--- config.mk ---
export PLATFORM = sky130hd
export DESIGN_NAME = bsg_wormhole_packet_assembler
export DESIGN_NICKNAME = d
export VERILOG_FILES = /design/src/rtl/bsg_chip_pkg.sv /design/src/rtl/bsg_counter_clear_up.sv /design/src/rtl/bsg_wormhole_packet_assembler.sv
export SDC_FILE = /design/constraint.sdc
export NUM_CORES = 1
export LEC_CHECK = 0
export ABC_AREA = 1
export BUFFER_PORTS_ARGS = -buffer_cell sky130_fd_sc_hd__buf_2
export CORE_MARGIN = 4
export CORE_UTILIZATION = 35
export CTS_CLUSTER_DIAMETER = 40
export CTS_CLUSTER_SIZE = 12
export DETAILED_ROUTE_END_ITERATION = 10
export PLACE_DENSITY = 0.63
export SYNTH_ARGS = -nofsm -noshare
export SYNTH_HDL_FRONTEND = slang
export SYNTH_HIERARCHICAL = 1
export SYNTH_SLANG_ARGS = --single-unit
export TNS_END_PERCENT = 1
--- constraint.sdc ---
create_clock -name clk_i -period 2 [get_ports clk_i]
set_input_delay 0.1 -clock clk_i [delete_from_list [all_inputs] [get_ports clk_i]]
set_output_delay 0.1 -clock clk_i [all_outputs]
set_load 0.02 [all_outputs]
--- src/rtl/bsg_chip_pkg.sv ---
// Chip-wide wormhole constants and the header layout shared by wormhole endpoints.
// Header fields are packed cid (MSB) .. len .. cord (LSB) at the bottom of a flit.
package bsg_chip_pkg;

    localparam int wh_flit_width_gp = 16;
    localparam int wh_len_width_gp  = 4;
    localparam int wh_cid_width_gp  = 2;
    localparam int wh_cord_width_gp = 5;

    typedef struct packed {
        logic [wh_cid_width_gp-1:0]  cid;
        logic [wh_len_width_gp-1:0]  len;
        logic [wh_cord_width_gp-1:0] cord;
    } bsg_wh_header_s;

endpackage

--- src/rtl/bsg_counter_clear_up.sv ---
// Up counter with synchronous clear; clear wins over up.
module bsg_counter_clear_up #(
    parameter int width_p = 4
) (
    input  logic               clk_i,
    input  logic               reset_i,
    input  logic               clear_i,
    input  logic               up_i,
    output logic [width_p-1:0] count_o
);

    logic [width_p-1:0] r_count;

    // Count register: async reset, then clear, then increment.
    always_ff @(posedge clk_i or posedge reset_i) begin
        if (reset_i) begin
            r_count <= '0;
        end else if (clear_i) begin
            r_count <= '0;
        end else if (up_i) begin
            r_count <= r_count + width_p'(1);
        end
    end

    assign count_o = r_count;

endmodule

--- src/rtl/bsg_wormhole_packet_assembler.sv ---
// Collects a wormhole header plus its body flits into one wide packet and
// presents it to the consumer; body flits beyond the stored slots are dropped.
module bsg_wormhole_packet_assembler
    import bsg_chip_pkg::*;
#(
    parameter int          flit_width_p        = wh_flit_width_gp,
    parameter int          len_width_p         = wh_len_width_gp,
    parameter int          cid_width_p         = wh_cid_width_gp,
    parameter int          cord_width_p        = wh_cord_width_gp,
    parameter int unsigned max_payload_flits_p = 4
) (
    input  logic                                        clk_i,
    input  logic                                        reset_i,
    input  logic                                        v_i,
    input  logic [flit_width_p-1:0]                     data_i,
    output logic                                        ready_and_o,
    output logic                                        v_o,
    output logic [flit_width_p-1:0]                     header_o,
    output logic [max_payload_flits_p*flit_width_p-1:0] payload_o,
    input  logic                                        ready_and_i,
    output logic                                        err_o
);

    localparam int hdr_width_lp = cord_width_p + len_width_p + cid_width_p;

    typedef enum logic [1:0] {eHeader, eBody, eSend} state_e;

    state_e                    r_state;
    logic [len_width_p-1:0]    r_len;
    logic [flit_width_p-1:0]   r_header;
    logic [flit_width_p-1:0]   r_slots [max_payload_flits_p];
    logic                      r_v;
    logic                      r_err;

    logic                      w_ready;
    logic                      w_accept;
    logic                      w_clear;
    logic                      w_up;
    logic                      w_last;
    logic                      w_in_range;
    logic [len_width_p-1:0]    w_count;
    logic [len_width_p-1:0]    w_hdr_len;

    // Not ready while reset is held so nothing is taken during reset.
    assign w_ready    = (r_state != eSend) && !reset_i;
    assign w_accept   = v_i && w_ready;
    assign w_hdr_len  = data_i[hdr_width_lp-cid_width_p-1 -: len_width_p];
    assign w_clear    = w_accept && (r_state == eHeader);
    assign w_up       = w_accept && (r_state == eBody);
    assign w_last     = (w_count == (r_len - len_width_p'(1)));
    assign w_in_range = (32'(w_count) < max_payload_flits_p);

    bsg_counter_clear_up #(
        .width_p (len_width_p)
    ) flit_counter (
        .clk_i   (clk_i),
        .reset_i (reset_i),
        .clear_i (w_clear),
        .up_i    (w_up),
        .count_o (w_count)
    );

    // Packet FSM with registered header, payload slots, valid and sticky error.
    always_ff @(posedge clk_i or posedge reset_i) begin
        if (reset_i) begin
            r_state  <= eHeader;
            r_len    <= '0;
            r_header <= '0;
            r_v      <= 1'b0;
            r_err    <= 1'b0;
            for (int unsigned i = 0; i < max_payload_flits_p; i++) begin
                r_slots[i] <= '0;
            end
        end else begin
            case (r_state)
                eHeader: begin
                    if (w_accept) begin
                        r_header <= data_i;
                        r_len    <= w_hdr_len;
                        for (int unsigned i = 0; i < max_payload_flits_p; i++) begin
                            r_slots[i] <= '0;
                        end
                        if (w_hdr_len == '0) begin
                            r_state <= eSend;
                            r_v     <= 1'b1;
                        end else begin
                            r_state <= eBody;
                        end
                    end
                end
                eBody: begin
                    if (w_accept) begin
                        if (w_in_range) begin
                            for (int unsigned i = 0; i < max_payload_flits_p; i++) begin
                                if (32'(w_count) == i) begin
                                    r_slots[i] <= data_i;
                                end
                            end
                        end else begin
                            r_err <= 1'b1;
                        end
                        if (w_last) begin
                            r_state <= eSend;
                            r_v     <= 1'b1;
                        end
                    end
                end
                eSend: begin
                    if (ready_and_i) begin
                        r_state <= eHeader;
                        r_v     <= 1'b0;
                    end
                end
                default: begin
                    r_state <= eHeader;
                    r_v     <= 1'b0;
                end
            endcase
        end
    end

    for (genvar g = 0; g < max_payload_flits_p; g++) begin : g_payload
        assign payload_o[g*flit_width_p +: flit_width_p] = r_slots[g];
    end

    assign ready_and_o = w_ready;
    assign v_o         = r_v;
    assign header_o    = r_header;
    assign err_o       = r_err;

endmodule

# --- Word level (Yosys, flattened, before mapping) ---
# Cells that the tools add are included.
op_classes:
  addsub: 2
  n_bitwise: 1
  muxes: 22
  eq_ne: 17
  n_lt_le_gt_ge: 1
  n_reduce_logical: 18
ops:
  columns: ["operator", "count"]
  rows:
  - ["2-to-1 mux 64 bit", 3]
  - ["one-hot mux 64 bit (2 select lines)", 1]
  - ["2-to-1 mux 16 bit", 4]
  - ["AND reduction 5 bit", 5]
  - ["!= test 2 bit (second input constant)", 6]
  - ["2-to-1 mux 2 bit", 5]
  - ["!= test 2 x 1 -> 1 bit (second input constant)", 5]
  - ["equality test 4 x 2 -> 1 bit (second input constant)", 2]
  - ["logical NOT 4 bit", 2]
  - ["2-to-1 mux 4 bit", 2]
  - ["one-hot mux 2 bit (3 select lines)", 1]
  - ["2-to-1 mux 1 bit", 5]
  - ["adder 4 x 1 -> 4 bit (second input constant)", 1]
  - ["equality test 4 x 1 -> 1 bit (second input constant)", 1]
  - ["equality test 4 bit", 1]
  - ["logical AND 1 bit", 4]
  - ["< comparator 4 x 3 -> 1 bit (second input constant)", 1]
  - ["AND reduction 4 bit", 1]
  - ["nonzero test 2 bit", 2]
  - ["subtractor 4 x 1 -> 4 bit (second input constant)", 1]
  - ["one-hot mux 1 bit (3 select lines)", 1]
  - ["AND reduction 3 bit", 1]
  - ["equality test 2 x 1 -> 1 bit (second input constant)", 1]
  - ["equality test 2 bit (second input constant)", 1]
  - ["other kinds (4)", 4]
word_totals:
  ff_bits: 92
  output_inout_bits: 83

# --- Logic depth before layout (Yosys ltp) ---
depth:
  ltp_word: 6
  ltp_mapped: 12
  ltp_nobuf: 12

# --- Modules after synthesis ---
# Netlist, hierarchy kept.
by_module_without_submodules:
  columns: ["mod", "instances", "cells_each", "area_each_um2"]
  rows:
  - ["bsg_wormhole_packet_assembler", 1, 369, 3667.3]
  - ["bsg_counter_clear_up", 1, 24, 193.9]

# --- Least setup slack after synthesis ---
# OpenSTA, ideal clock, no wires.
synth_timing:
  kind: "input to register"
  start: "input reset_i"
  end: "register flit_counter.r_count[1] (netlist: flit_counter/count_o[1])"
  slack_ns: -1.398
  stages: 9
  required_ns: 1.923
  t_arrival_ns: 3.320
  cell_sequence: "clkinv_1 nand3_2 inv_2 nand2_4 inv_2 buf_2 inv_1 o21ai_0 a21oi_1"
synth_via:
  elab_chain_cells: 5
  elab_cells_between_ends: 7
synth_rtl:
  columns: ["element", "line", "text"]
  rows:
  - ["start: declaration", "bsg_wormhole_packet_assembler.sv:13", "input logic reset_i,"]
  - ["logical NOT 1 bit (no source line) (*)", null, null]
  - ["logical AND 1 bit (*)", "bsg_wormhole_packet_assembler.sv:45", "assign w_ready = (r_state != eSend) && !reset_i;"]
  - ["logical AND 1 bit (*)", "bsg_wormhole_packet_assembler.sv:46", "assign w_accept = v_i && w_ready;"]
  - ["logical AND 1 bit (*)", "bsg_wormhole_packet_assembler.sv:48", "assign w_clear = w_accept && (r_state == eHeader);"]
  - ["named net w_clear", "bsg_wormhole_packet_assembler.sv:37", "logic w_clear;"]
  - ["2-to-1 mux 4 bit or nonzero test 2 bit (tied branches)", null, null]
  - ["end signal: assignment", "bsg_counter_clear_up.sv:21", "r_count <= r_count + width_p'(1);"]
  - ["end: declaration", "bsg_counter_clear_up.sv:12", "logic [width_p-1:0] r_count;"]
# Mark *: on every way through the listed nets, which the timed path passes. The rest lies on a longest branch.
# A chain may end at the register's enable or synchronous reset.

# --- Worst setup path in the final report ---
layout_timing:
  start: "register r_state[1]"
  end: "register r_slots (netlist bit payload_o[3])"
layout_via:
  elab_chain_cells: 5
  elab_cells_between_ends: 12
layout_rtl:
  columns: ["element", "line", "text"]
  rows:
  - ["start: declaration", "bsg_wormhole_packet_assembler.sv:28", "state_e r_state;"]
  - ["start signal: assignment", "bsg_wormhole_packet_assembler.sv:66", "r_state <= eHeader;"]
  - ["start signal: assignment", "bsg_wormhole_packet_assembler.sv:84", "r_state <= eSend;"]
  - ["start signal: assignment", "bsg_wormhole_packet_assembler.sv:87", "r_state <= eBody;"]
  - ["!= test 2 bit", "bsg_wormhole_packet_assembler.sv:45", null]
  - ["logical AND 1 bit", "bsg_wormhole_packet_assembler.sv:45", null]
  - ["logical AND 1 bit", "bsg_wormhole_packet_assembler.sv:46", null]
  - ["!= test 2 bit (no source line)", null, null]
  - ["AND reduction 5 bit (no source line)", null, null]
  - ["end signal: indexed assignment", "bsg_wormhole_packet_assembler.sv:96", "r_slots[i] <= data_i;"]
  - ["end: declaration", "bsg_wormhole_packet_assembler.sv:31", "logic [flit_width_p-1:0] r_slots [max_payload_flits_p];"]
# Several ways; a longest one is shown, not always the timed one.

==> impl_metrics.csv <==
group,metric,value,unit
placement,place_congestion,0.773,
floorplanning,rows,38,
clock_tree,htreeDepth,3,
clock_tree,insertion_delay,0.36,ns
sta,finalSetupTns,0,ns
pwr,ir_drop,0.577,mV
floorplanning,initial_utilization,35.6,%
synthesis,synth_warnings,6,
critical_path,r2r_start,"r_state[1]",
drt,vias_per_cell,4.55,
clock_tree,cts_tree,"yes",
cells_and_area,multi_input_area,1410,sq um
clock_tree,cts_num_sinks,88,
clock_tree,clk_pin_slew,0.08,ns
cells_and_area,final_cell_mix,"nand2_1, buf_2, dfrtp_1, o21ai_2, inv_1",
global_route,grt_overflow,0,
global_route,track_usage,15.7,%
drt,route.detailed.wl_per_inst,14.4,um
min_path,min_from,"ready_and_i",
cells_and_area,fillers,1095,
drt,initialDrtViolationCount,161,
sta,min_period,1.69,ns
clock_tree,post-cts-setup-buffer-count,0,
sta,tightest_slew,0.585,ns
clock_tree,cts_buffer_depth,2,
floorplanning,io_pins,103,
drt,drcViolationCount,0,
sta,drv_slew,0,
floorplanning,fp.dieW,113,um
synthesis,syn_inst,393,
cells_and_area,fin_nets,537,
run_status,outcome,"complete, no violations",
min_path,hp-class,"in2reg",
sta,post-route-period-util,84.3,%
drt,via_count,2996,
critical_path,crit_start,"r_state[1]",
drt,first_pass_iters,5,
cells_and_area,area_growth_syn_to_layout,24.7,%
synthesis,synth_cell_types,23,
global_route,antenna_found_initial,0,
clock_tree,cts_buffers,9,
synthesis,synth_area,3860,sq um
floorplanning,coreArea,10800,sq um
placement,hpwl,7130,um
global_route,grt_pass1_vias,2952,
pwr,p_leak,2.57,nW
synthesis,synth_nets,415,
synthesis,syn_area_per_cell,9.82,sq um
global_route,grt_max_degree,47,
critical_path,end_kind,"register",
cells_and_area,fin_area,4810,sq um
critical_path,rr_worst_depth,9,
drt,routed_wl,9510,um
critical_path,endpoint,"payload_o[3]",
sta,fin_skew,0.00456,ns
cells_and_area,final_common_cell,"nand2_1",
placement,placement.cell_area,4500,sq um
floorplanning,die_y,113,um
pwr,powerDensity,1720,nW/um^2
global_route,grt_first_pass_wirelength,15600,um
sta,hold_violations,0,
sta,rsz0062_at_grt,"false",
critical_path,required,2.25,ns
synthesis,ys_ff_latch,88,
sta,max_freq,593,MHz
critical_path,arrival,1.94,ns
critical_path,r2r_setup_slack,0.31,ns
sta,finalSetupViolCount,0,
cells_and_area,antennaDiodeCount,0,
cells_and_area,seqCellArea,2200,sq um
job,cap_violations,0,
critical_path,start_kind,"register",
drt,drtAntennaViolNets,0,
placement,placement.io_buffers,102,
cells_and_area,drive_above_1_share,39.1,%
critical_path,critPathKind,"reg2reg",
floorplanning,die-area,12800,sq um
sta,relSlewSlack,61.0,%
synthesis,ys_seq_area_share,57.0,%
critical_path,r2r-end,"payload_o[3]",
clock_tree,cts_root_buf,"clkbuf_8",
critical_path,crit_path_max_fanout,24,
[where the power goes]
part / internal [mW] / switching, mW / leakage, nW
Sequential: 2.51 / 0.483 / 1.12
Clock: 0.444 / 0.612 / 0.0725
Combinational: 1.43 / 2.80 / 1.37
Total: 4.38 / 3.90 / 2.57
[metal layers]
metal / GRT usage (%) / vias to the layer above / part of all wire [%] / wire (um)
li1: - / 1499 / - / -
met1: 21.9 / 1411 / 46 / 4420
met2: 24.6 / 76 / 47 / 4440
met3: 3.48 / 10 / 5.4 / 517
met4: 5.05 / 0 / 1.4 / 133
met5: 0 / - / 0 / 0
[state kept, by name (all words and copies together) (netlist names)]
| signal | cells |
|---|---|
| flit_counter/count_o | 4 |
| err_o | 1 |
| payload_o | 64 |
| r_len | 3 |
| r_state | 2 |
| v_o | 1 |
| header_o | 13 |
[logic make-up after synthesis]
group / count (synthesis) / synth area share (%)
compound gates: 81 / 16.4
buf+inv: 38 / 6.55
flops: 88 / 57.0
fa+ha+maj: 2 / 0.648
simple gates: 184 / 19.3
[repair_timing]
action	in CTS	in global routing
endpoints found under the hold margin	57	0
hold buffers	16	0
gates resized for setup	0	0
[stage by stage]
stage | power, mW | setup WS [ns] | instances | hold WS [ns] | util (%)
4_1_cts | 8.42 | 0.307 | 659 | 0.00447 | 44.4
3_3_place_gp | 7.20 | 0.384 | 628 | 0.0338 | 41.5
3_5_place_dp | 7.32 | 0.314 | 628 | 0.0304 | 41.5
2_1_floorplan | 6.09 | 0.372 | 393 | -0.134 | -
6_report | 8.28 | 0.314 | 659 | 0.0242 | 44.4
5_1_grt | 8.94 | 0.163 | 659 | 0.0263 | 44.4
[critical path: stages (launching register included)]
cell     delay (ns)
dfrtp_1        0.43
nand2_2        0.11
nand3_2        0.11
inv_2          0.12
nand2_4        0.16
o21ai_2        0.10
nand2_2        0.17
buf_12         0.22
nand2_1        0.08
o21ai_2        0.05
[synthesized netlist by cell type]
cell,n,area share (%)
nor2_2,2,0.32
a21oi_1,4,0.52
nor2_1,14,1.4
nand2_1,148,14
buf_2,2,0.26
buf_6,13,3.8
clkinv_1,1,0.097
o21ai_1,11,1.4
a31o_2,1,0.23
nor3_1,1,0.13
inv_1,17,1.7
o21ai_0,7,0.91
dfrtp_1,88,57
or2_2,1,0.16
ha_1,2,0.65
nand3_2,1,0.26
nand2_2,11,1.8
inv_2,4,0.39
o21ai_4,1,0.42
nand3_1,5,0.65
clkbuf_8,1,0.36
nand2_4,1,0.29
o21ai_2,57,13
[how the worst min path moves through the flow]
stage	end	slack [ns]	depth (start not counted)
after CTS	r_state[1]	0.004	3
after global placement	flit_counter/count_o[0]	0.03	2
final	r_state[1]	0.02	3
after global routing	r_state[1]	0.03	3
after floorplan	flit_counter/count_o[0]	-0.13	1
after detailed placement	flit_counter/count_o[0]	0.03	2
[layout make-up]
cell class	count	share of cell area [%]
Sequential cell	88	45.7
Multi-Input combinational cell	267	29.2
Timing Repair Buffer	127	16.4
Tap cell	140	3.64
Clock buffer	12	2.81
Inverter	22	1.82
Clock inverter	3	0.416
Note: power is estimated with default switching activity, not from simulation.
